## src/rtl/parity_nibble_rx_pkg.sv

```systemverilog
// Shared types and helpers for the nibble-with-parity serial receiver.
package parity_nibble_rx_pkg;

  typedef enum logic [2:0] {
    StIdle,
    StStart,
    StData,
    StParity,
    StStop,
    StWaitIdle
  } state_e;

  localparam logic IDLE_LEVEL  = 1'b1;
  localparam logic START_LEVEL = 1'b0;

  // Width of a counter that must hold 0..clks-1.
  function automatic int unsigned cnt_width(input int unsigned clks);
    return (clks > 1) ? $clog2(clks) : 1;
  endfunction

endpackage

```

## src/rtl/parity_nibble_rx_sync2.sv

```systemverilog
// Two-flop synchroniser for a single asynchronous bit; resets to ResetVal.
module parity_nibble_rx_sync2 #(
  parameter logic ResetVal = 1'b1
) (
  input  logic clk_i,
  input  logic rst_ni,
  input  logic d_i,
  output logic q_o
);

  logic meta_q;
  logic sync_q;

  always_ff @(posedge clk_i or negedge rst_ni) begin
    if (!rst_ni) begin
      meta_q <= ResetVal;
      sync_q <= ResetVal;
    end else begin
      meta_q <= d_i;
      sync_q <= meta_q;
    end
  end

  assign q_o = sync_q;

endmodule

```

## src/rtl/parity_nibble_rx.sv

```systemverilog
// Serial receiver: start, DATA_BITS data (LSB first), parity, stop; mid-bit sampling.
// Define PARITY_NIBBLE_RX_ODD_EN to check odd instead of even parity.
module parity_nibble_rx
  import parity_nibble_rx_pkg::*;
#(
  parameter int unsigned CLKS_PER_BIT = 16,
  parameter int unsigned DATA_BITS    = 4
) (
  input  logic                 clk,
  input  logic                 rst_n,
  input  logic                 rx_in,
  output logic [DATA_BITS-1:0] data_out,
  output logic                 valid,
  output logic                 parity_err,
  output logic                 frame_err,
  output logic                 busy
);

  localparam int unsigned CntW = cnt_width(CLKS_PER_BIT);
  localparam int unsigned IdxW = cnt_width(DATA_BITS);

  localparam logic [CntW-1:0] HalfM1  = CntW'(CLKS_PER_BIT / 2 - 1);
  localparam logic [CntW-1:0] BitM1   = CntW'(CLKS_PER_BIT - 1);
  localparam logic [IdxW-1:0] LastIdx = IdxW'(DATA_BITS - 1);

  logic rx_s;

  parity_nibble_rx_sync2 #(
    .ResetVal (IDLE_LEVEL)
  ) u_sync2 (
    .clk_i  (clk),
    .rst_ni (rst_n),
    .d_i    (rx_in),
    .q_o    (rx_s)
  );

  state_e               state_q, state_d;
  logic [CntW-1:0]      cnt_q, cnt_d;
  logic [IdxW-1:0]      idx_q, idx_d;
  logic [DATA_BITS-1:0] shift_q, shift_d;
  logic                 acc_q, acc_d;
  logic                 perr_q, perr_d;
  logic [DATA_BITS-1:0] data_out_q, data_out_d;
  logic                 parity_err_q, parity_err_d;
  logic                 frame_err_q, frame_err_d;
  logic                 valid_q, valid_d;

  logic tick;
  logic perr_calc;

  assign tick = (cnt_q == BitM1);

`ifdef PARITY_NIBBLE_RX_ODD_EN
  assign perr_calc = ~(acc_q ^ rx_s);
`else
  assign perr_calc = acc_q ^ rx_s;
`endif

  always_comb begin
    state_d      = state_q;
    cnt_d        = cnt_q;
    idx_d        = idx_q;
    shift_d      = shift_q;
    acc_d        = acc_q;
    perr_d       = perr_q;
    data_out_d   = data_out_q;
    parity_err_d = parity_err_q;
    frame_err_d  = frame_err_q;
    valid_d      = 1'b0;

    case (state_q)
      StIdle: begin
        if (rx_s == START_LEVEL) begin
          state_d = StStart;
          cnt_d   = '0;
          idx_d   = '0;
          acc_d   = 1'b0;
        end
      end
      StStart: begin
        if (cnt_q == HalfM1) begin
          cnt_d   = '0;
          // A start bit that is gone by mid-bit was a glitch.
          state_d = (rx_s == START_LEVEL) ? StData : StIdle;
        end else begin
          cnt_d = cnt_q + CntW'(1);
        end
      end
      StData: begin
        if (tick) begin
          cnt_d          = '0;
          shift_d[idx_q] = rx_s;
          acc_d          = acc_q ^ rx_s;
          if (idx_q == LastIdx) begin
            state_d = StParity;
          end else begin
            idx_d = idx_q + IdxW'(1);
          end
        end else begin
          cnt_d = cnt_q + CntW'(1);
        end
      end
      StParity: begin
        if (tick) begin
          cnt_d   = '0;
          perr_d  = perr_calc;
          state_d = StStop;
        end else begin
          cnt_d = cnt_q + CntW'(1);
        end
      end
      StStop: begin
        if (tick) begin
          cnt_d        = '0;
          data_out_d   = shift_q;
          parity_err_d = perr_q;
          frame_err_d  = (rx_s != IDLE_LEVEL);
          valid_d      = 1'b1;
          // A low stop bit may be a break; wait for the line to return high.
          state_d      = (rx_s == IDLE_LEVEL) ? StIdle : StWaitIdle;
        end else begin
          cnt_d = cnt_q + CntW'(1);
        end
      end
      StWaitIdle: begin
        if (rx_s == IDLE_LEVEL) begin
          state_d = StIdle;
        end
      end
      default: state_d = StIdle;
    endcase
  end

  always_ff @(posedge clk or negedge rst_n) begin
    if (!rst_n) begin
      state_q      <= StIdle;
      cnt_q        <= '0;
      idx_q        <= '0;
      shift_q      <= '0;
      acc_q        <= 1'b0;
      perr_q       <= 1'b0;
      data_out_q   <= '0;
      parity_err_q <= 1'b0;
      frame_err_q  <= 1'b0;
      valid_q      <= 1'b0;
    end else begin
      state_q      <= state_d;
      cnt_q        <= cnt_d;
      idx_q        <= idx_d;
      shift_q      <= shift_d;
      acc_q        <= acc_d;
      perr_q       <= perr_d;
      data_out_q   <= data_out_d;
      parity_err_q <= parity_err_d;
      frame_err_q  <= frame_err_d;
      valid_q      <= valid_d;
    end
  end

  assign data_out   = data_out_q;
  assign valid      = valid_q;
  assign parity_err = parity_err_q;
  assign frame_err  = frame_err_q;
  assign busy       = (state_q != StIdle);

endmodule

```

## config.mk

```make
export PLATFORM = sky130hd
export DESIGN_NAME = parity_nibble_rx
export DESIGN_NICKNAME = d
export VERILOG_FILES = /design/src/rtl/parity_nibble_rx_pkg.sv /design/src/rtl/parity_nibble_rx_sync2.sv /design/src/rtl/parity_nibble_rx.sv
export SDC_FILE = /design/constraint.sdc
export NUM_CORES = 1
export LEC_CHECK = 0
export CORE_UTILIZATION = 53
export CTS_CLUSTER_SIZE = 10
export DETAILED_ROUTE_END_ITERATION = 16
export GPL_TIMING_DRIVEN = 0
export PLACE_DENSITY_LB_ADDON = 0.3
export SYNTH_ARGS = -nofsm -noshare
export SYNTH_HDL_FRONTEND = slang
export SYNTH_SLANG_ARGS = --single-unit
```

## constraint.sdc

```tcl
create_clock -name clk -period 4.6 [get_ports clk]
set_input_delay 0.92 -clock clk [delete_from_list [all_inputs] [get_ports clk]]
set_output_delay 0.92 -clock clk [all_outputs]
set_load 0.005 [all_outputs]
```

After elaboration in Yosys (flattened, before gate mapping)
Cells that the tools add are included.
{"block": "word_totals", "register_bits": 24, "in_bits": 3, "output_inout_bits": 8}
{"block": "classes", "n_addsub": 2, "magnitude_cmp": 2, "n_eq_ne": 16, "mux": 26, "bitwise": 2, "n_reduce_logical": 13}
{"cell": "2-to-1 mux 3 bit", "count": 8}
{"cell": "one-hot mux 3 bit (6 select lines)", "count": 1}
{"cell": "inequality test 2 bit (second input constant)", "count": 7}
{"cell": "2-to-1 mux 4 bit", "count": 3}
{"cell": "one-hot mux 4 bit (3 select lines)", "count": 1}
{"cell": "2-to-1 mux 2 bit", "count": 4}
{"cell": "AND reduction 2 bit", "count": 4}
{"cell": "AND reduction 7 bit", "count": 1}
{"cell": "== test 3 x 2 -> 1 bit (second input constant)", "count": 2}
{"cell": "== test 3 bit (second input constant)", "count": 2}
{"cell": "nonzero test 3 bit", "count": 2}
{"cell": "2-to-1 mux 1 bit", "count": 5}
{"cell": "adder 4 x 1 -> 4 bit (second input constant)", "count": 1}
{"cell": "bitwise mux 4 bit", "count": 1}
{"cell": "== test 4 x 3 -> 1 bit (second input constant)", "count": 1}
{"cell": "== test 4 bit (second input constant)", "count": 1}
{"cell": "one-hot mux 2 bit (2 select lines)", "count": 1}
{"cell": "AND reduction 4 bit", "count": 1}
{"cell": "== test 3 x 1 -> 1 bit (second input constant)", "count": 1}
{"cell": "logical NOT 3 bit", "count": 1}
{"cell": "less-than comparator 2 x 3 -> 1 bit (second input constant)", "count": 1}
{"cell": "AND reduction 3 bit", "count": 1}
{"cell": "OR reduction 3 bit", "count": 1}
{"cell": "adder 2 x 1 -> 2 bit (second input constant)", "count": 1}
{"cell": "9 further kinds", "count": 9}

Depth between registers and ports, before layout
Gate-level depths: netlist (run 1).
{"block": "logic_depth", "ltp_word": 5, "mapped_depth": 6, "mapped_depth_nobuf": 5}

Modules after synthesis
From an unflattened synthesis (run 1), not the netlist that was laid out.
{"block": "hier_totals", "hier_cells": 111, "area_unflattened_um2": 1242.4}
{"mod": "parity_nibble_rx", "instances": 1, "cells_per_inst": 109, "area_per_inst_um2": 1189.9, "seq_area_each_um2": 550.5}
{"mod": "parity_nibble_rx_sync2", "instances": 1, "cells_per_inst": 2, "area_per_inst_um2": 52.6, "seq_area_each_um2": 52.6}

Worst setup path before layout (run 1)
OpenSTA, ideal clock, no wires.
{"block": "synth_path", "path_kind": "register to output", "start": "register state_q[0]", "end": "output port busy", "arrival_time_ps": 944, "path_slack_ps": 2736, "path_stages_with_launch": 4, "path_cell_list": "dfrtp_1 -> buf_4 -> nor3_1 -> inv_1"}
{"block": "synth_between", "elab_chain_len": 1}
{"element": "from (decl)", "line_no": "parity_nibble_rx.sv:37", "rtl": "state_e state_q, state_d;"}
{"element": "from (signal assigned)", "line_no": "parity_nibble_rx.sv:136", "rtl": "state_q <= StIdle;"}
{"element": "from (signal assigned)", "line_no": "parity_nibble_rx.sv:147", "rtl": "state_q <= state_d;"}
{"element": "nonzero test 3 bit", "line_no": "parity_nibble_rx.sv:164", "rtl": "assign busy = (state_q != StIdle);"}
{"element": "to (decl)", "line_no": "parity_nibble_rx.sv:16", "rtl": "output logic busy"}
No other way between the ends.

Final worst setup path (run 1)
Same ends and word-level chain as after synthesis.

==> impl_metrics.ini, run 1 <==
[floorplanning]
ios = 11
start_util_pct = 55.7
core_area_um2 = 2210
die-area_um2 = 2520
die_x_um = 50.2
die_height_um = 50.2
rows = 17

[routing]
routed_via_density = 5.73
drt_first_pass_iters = 4
avgRoutedWirePerCell_um = 14.5
drt_iter0_markers = 30
drt-total-wl_um = 2210
drc_errors = 0
vias = 871
ant_nets = 0

[timing]
tns_ns = 0
fmax_mhz = 355
finalCriticalPeriod_ns = 2.82
finalSetupViolations = 0
setup_slack_ns = 1.78
rsz0062_at_grt = no
slew_viol_final = 0
tightestPinTransition_ns = 1.01
finalCritPeriodShare_pct = 61.3
hold_viol = 0
skew_ns = 0.00472
maxSlewHeadroom_pct = 32.3

[setup_path]
worst_path_largest_cell_delay_ns = 0.47
path_max_fanout = 10
required_ns = 3.68
critical_path_class = reg -> out
end_kind = output pin
cp_cell_sequence = buf_4 > nor3_1 > inv_1 > clkdlybuf4s50_1
cp-start-kind = register
slowest_stage = clkdlybuf4s50_1
worstPathArrival_ns = 1.90

[finish]
area_growth_pct = 15.2
n_antenna_cell = 0
nets = 133
layout_common_cells = dfrtp_1 (22), clkdlybuf4s50_1 (10), inv_1 (8), nand2_1 (8)
layout_commonest_cell = dfrtp_1
stdcell_area_um2 = 1420
drive_gt1_share_pct = 23.4

[synth]
synth_cell_types = 40
synth_nets = 118
synth_top_cell_area_share_pct = 44.7
synth_async_sr_flop_share_pct = 100
synth_cells = 110
ys_seq_area_share_pct = 48.9
synth_area_leader_cell = dfrtp_1
avgSynthCellArea_um2 = 11.2
yosysWarnings = 0
syn_area_um2 = 1230
synth_ff_type = dfrtp_1
yosys_register_bits = 24
synth_edf_count = 0
synth_area_leaders = dfrtp_1 (45%), mux2_4 (6.1%), mux2_2 (5.5%)

[clock_network]
clk_latency_ns = 0.33
cts_tree = built
cts_buffers = 3
ctsHtreeMaxLevel = 1
clockRootBuffer = clkbuf_4
clk_pin_slew_worst_paths_ns = 0.14
cts.repair.resized = 0
cts.sinks = 24
cts_hold_buf = 0
cts_buffer_depth = 2
post_cts_buffers = 0

[power]
p_int_mw = 0.437
pwr-share-comb_pct = 33.1
clkPwrFrac_pct = 23.3
total_power_mw = 0.670
p_seq_share_pct = 43.6
p_leak_nw = 0.651
p_switching_mw = 0.233
netSwitchingFraction_pct = 34.8
peakVddDrop_mv = 0.487
p_per_area_nw_per_um2 = 471

[outcome]
status = finished clean

[grt]
grt_pass1_wl_um = 3770
grt_start_max_net_pins = 25
grt_pass1_vias = 827
antenna_found_initial = 0
grtUsageTotal_pct = 20.7
grt_overflow = 0

[place]
numPortBuffers = 10
dp_hpwl_um = 1520
place_area_um2 = 1370
place_congestion = 0.807
pre_cts_slack_ns = 2.18

[job]
drv_cap = 0

[hold_path]
hold_path_class = reg -> reg
-- cell usage after synthesis (2+ instances only) --
library cell	n
nor2_1	5
o21ai_0	6
buf_2	2
inv_1	8
nor3_1	3
a21oi_1	6
mux2_2	6
nand2b_1	2
dfstp_2	2
mux2_4	5
dfrtp_1	22
ha_1	5
nand2_1	8
buf_4	2
nand3_1	3
-- per-stage QoR --
stage                     utilization [%]  hold slack [ns]  instances
after detailed placement             61.8            0.349        148
after floorplan                         -            0.345        110
after global routing                 64.2            0.375        152
final                                64.2            0.366        152
after CTS                            64.2            0.368        152
after global placement               61.8            0.348        148
-- area by class of cell --
class	instances	area, µm²
multi-input combinational	72	567
buffer	5	28.8
inverter	9	33.8
fill	179	792
timing repair buffer	10	100
clock inverter	1	30.0
tap	28	35.0
clock buffer	3	22.5
sequential	24	603
-- power by group through the flow --
stage	clock network, mW	logic, mW	registers [mW]
6_report	0.156	0.222	0.292
2_1_floorplan	0	0.170	0.287
5_1_grt	0.168	0.247	0.299
3_3_place_gp	0	0.208	0.293
4_1_cts	0.160	0.219	0.291
3_5_place_dp	0	0.217	0.295
-- kinds of logic (layout without fill, tap and decap cells) --
group,Yosys count,count (layout),share of synthesized area (%)
AOI/OAI and AO/OA,22,22,11.5
xor gates and xnor gates,2,2,1.42
DFF,24,24,48.9
muxes,13,13,13.3
buffers and inverters,14,28,5.08
adders and majority gates,5,5,5.08
and+or+nand+nor,30,30,14.7
-- routing by layer --
layer	part of all wire [%]	up-vias	track usage, %
met1	45	426	26.0
met2	49	28	32.9
met3	4.3	4	6.36
li1	-	413	-
met5	0	-	0
met4	1.5	0	8.57
-- sequential cells by signal (all words and copies together) (netlist names) --
signal	count
cnt_q	4
data_out	4
shift_q	4
state_q	3
idx_q	2
acc_q	1
frame_err	1
parity_err	1
perr_q	1
u_sync2.meta_q	1
u_sync2.q_o	1
valid	1
-- critical path, delay by kind of cell (launching register included) --
family / cells / cell delay (ns)
buffers and inverters: 3 / 0.81
DFF: 1 / 0.45
and+or+nand+nor: 1 / 0.31
-- path summary, 6_finish.rpt --
check                      slack (ns)  cells after the start      startpoint     endpoint
hold / removal                   0.37                      0  u_sync2.meta_q  u_sync2.q_o
min in group asynchronous        1.13                      1           rst_n   parity_err
setup / recovery                 1.78                      4      state_q[0]         busy
setup reg to reg                 2.86                      5        cnt_q[0]     cnt_q[0]
hold reg to reg                  0.37                      0  u_sync2.meta_q  u_sync2.q_o
max in group asynchronous        2.86                      1           rst_n   shift_q[0]
Note: power is estimated with default switching activity, not from simulation.
==> inputs of run 2 (changes only) <==
CORE_UTILIZATION = 50   (was 53)
clock period = 2.3 ns   (was 4.6 ns; I/O delays follow)
==> run 2 against run 1 <==
Net effect:
- die area is 5.8% higher
- largest power group unchanged
- critical path type unchanged
- sequential power grew 100%
- cell count stayed put
- setup slack worse by 1.7 ns
- wire length fell by 2.3%
- clock skew up 0.0022 ns
- final area down 0.35%
- sequential share of layout area up 0.15 points
- count of clock-buffer cells in the layout increased by 1
- global-route usage fell by 1.1 points
- worst hold slack better by 0.0032 ns
- critical path depth unchanged
- critical endpoint unchanged
- largest cell class unchanged
==> impl_metrics.ini, run 2 (synthesized netlist as in run 1, its figures left out) <==
[outcome]
status = finished clean

[finish]
area_growth_pct = 14.8
layout_commonest_cell = dfrtp_1
fin_util_pct = 62.2
n_antenna_cell = 0
layout_common_cells = dfrtp_1 (22), clkdlybuf4s50_1 (10), inv_1 (8), nand2_1 (8)
drive_gt1_share_pct = 24.2
nets = 133
stdcell_area_um2 = 1420

[timing]
setup_slack_ns = 0.0960
tns_ns = 0
fmax_mhz = 454
hold_viol = 0
tightestPinTransition_ns = 1.02
skew_ns = 0.00696
maxSlewHeadroom_pct = 31.6
finalCritPeriodShare_pct = 95.8
slew_viol_final = 0
rsz0062_at_grt = no
finalSetupViolations = 0
finalCriticalPeriod_ns = 2.20

[routing]
drc_errors = 0
vias = 851
drt_iter0_markers = 15
avgRoutedWirePerCell_um = 14.2
ant_nets = 0
routed_via_density = 5.60
drt-total-wl_um = 2160
drt_first_pass_iters = 4

[clock_network]
clk_pin_slew_worst_paths_ns = 0.12
cts_hold_buf = 0
cts_buffer_depth = 2
cts_tree = built
cts.repair.resized = 1
post_cts_buffers = 0
cts_buffers = 3
cts.sinks = 24
clockRootBuffer = clkbuf_4
ctsHtreeMaxLevel = 1
clk_latency_ns = 0.32

[setup_path]
path_max_fanout = 10
worstPathArrival_ns = 1.74
critical_path_class = reg -> out
cp-start-kind = register
timing.rr.start = cnt_q[0]
worst_path_largest_cell_delay_ns = 0.46
cp_cell_sequence = buf_2 > nor3_4 > inv_1 > clkdlybuf4s50_1
reg2reg_depth = 5
r2r-end = idx_q[1]
slowest_stage = clkdlybuf4s50_1
end_kind = output pin
rrSetupSlack_ns = 0.56
cp-startpoint = state_q[2]
required_ns = 1.84

[floorplanning]
rows = 17
core_area_um2 = 2280
die_x_um = 51.6
start_util_pct = 54.2
die-area_um2 = 2670
die_height_um = 51.6
ios = 11

[place]
dp_hpwl_um = 1560
pre_cts_slack_ns = 0.331
numPortBuffers = 10
place_area_um2 = 1370
place_congestion = 0.832

[power]
total_power_mw = 1.26
p_per_area_nw_per_um2 = 890
p_leak_nw = 0.645
peakVddDrop_mv = 0.795

[grt]
grt_start_max_net_pins = 25
grtUsageTotal_pct = 19.6
grt_overflow = 0
grt_pass1_wl_um = 3730
antenna_found_initial = 0
grt_pass1_vias = 816

[hold_path]
min_to = u_sync2.q_o
holdPathStages = 0
hold_path_class = reg -> reg
hold_path.startpoint = u_sync2.meta_q

[job]
drv_cap = 0
==> run 2: cell count changes in the layout (fill, tap and decap cells not counted), sizes merged <==
cell and delta:
bufinv -1, clkbuf +1
==> run 2: routing by layer <==
| metal | vias to the layer above | track usage, % | share of wire (%) |
|---|---|---|---|
| li1 | 412 | - | - |
| met1 | 419 | 25.8 | 47 |
| met2 | 16 | 31.0 | 48 |
| met3 | 4 | 2.63 | 3.1 |
| met4 | 0 | 10.8 | 2.1 |
| met5 | - | 0 | 0 |
==> run 2: area by class of cell <==
cell class                 count  area [µm²]
fill                         191         861
sequential                    24         603
multi-input combinational     72         578
timing repair buffer          10         100
clock buffer                   4        36.3
tap                           28        35.0
inverter                       9        33.8
buffer                         5        28.8
==> run 2: metrics by stage <==
stage	cells	hold slack [ns]
4_1_cts	152	0.370
2_1_floorplan	110	0.164
3_5_place_dp	148	0.347
5_1_grt	152	0.379
3_3_place_gp	148	0.348
6_report	152	0.369
==> run 2: worst max-delay path, delay by kind of cell, from the launching register on <==
| family | cells | cell delay (ns) |
|---|---|---|
| flops | 1 | 0.42 |
| buf+inv | 3 | 0.78 |
| simple gates | 1 | 0.24 |
==> run 2: worst max path at each step <==
stage	end	slack, ns	depth (start not counted)
2_1_floorplan	idx_q[1]	0.75	5
3_3_place_gp	busy	0.38	4
3_5_place_dp	busy	0.33	4
4_1_cts	busy	0.06	4
5_1_grt	busy	0.02	4
6_report	busy	0.1	4
==> run 2: where the power goes <==
part           internal, mW  total, mW  switching (mW)
combinational         0.200      0.449           0.248
sequential            0.503      0.589          0.0859
clock                0.0969      0.222           0.125
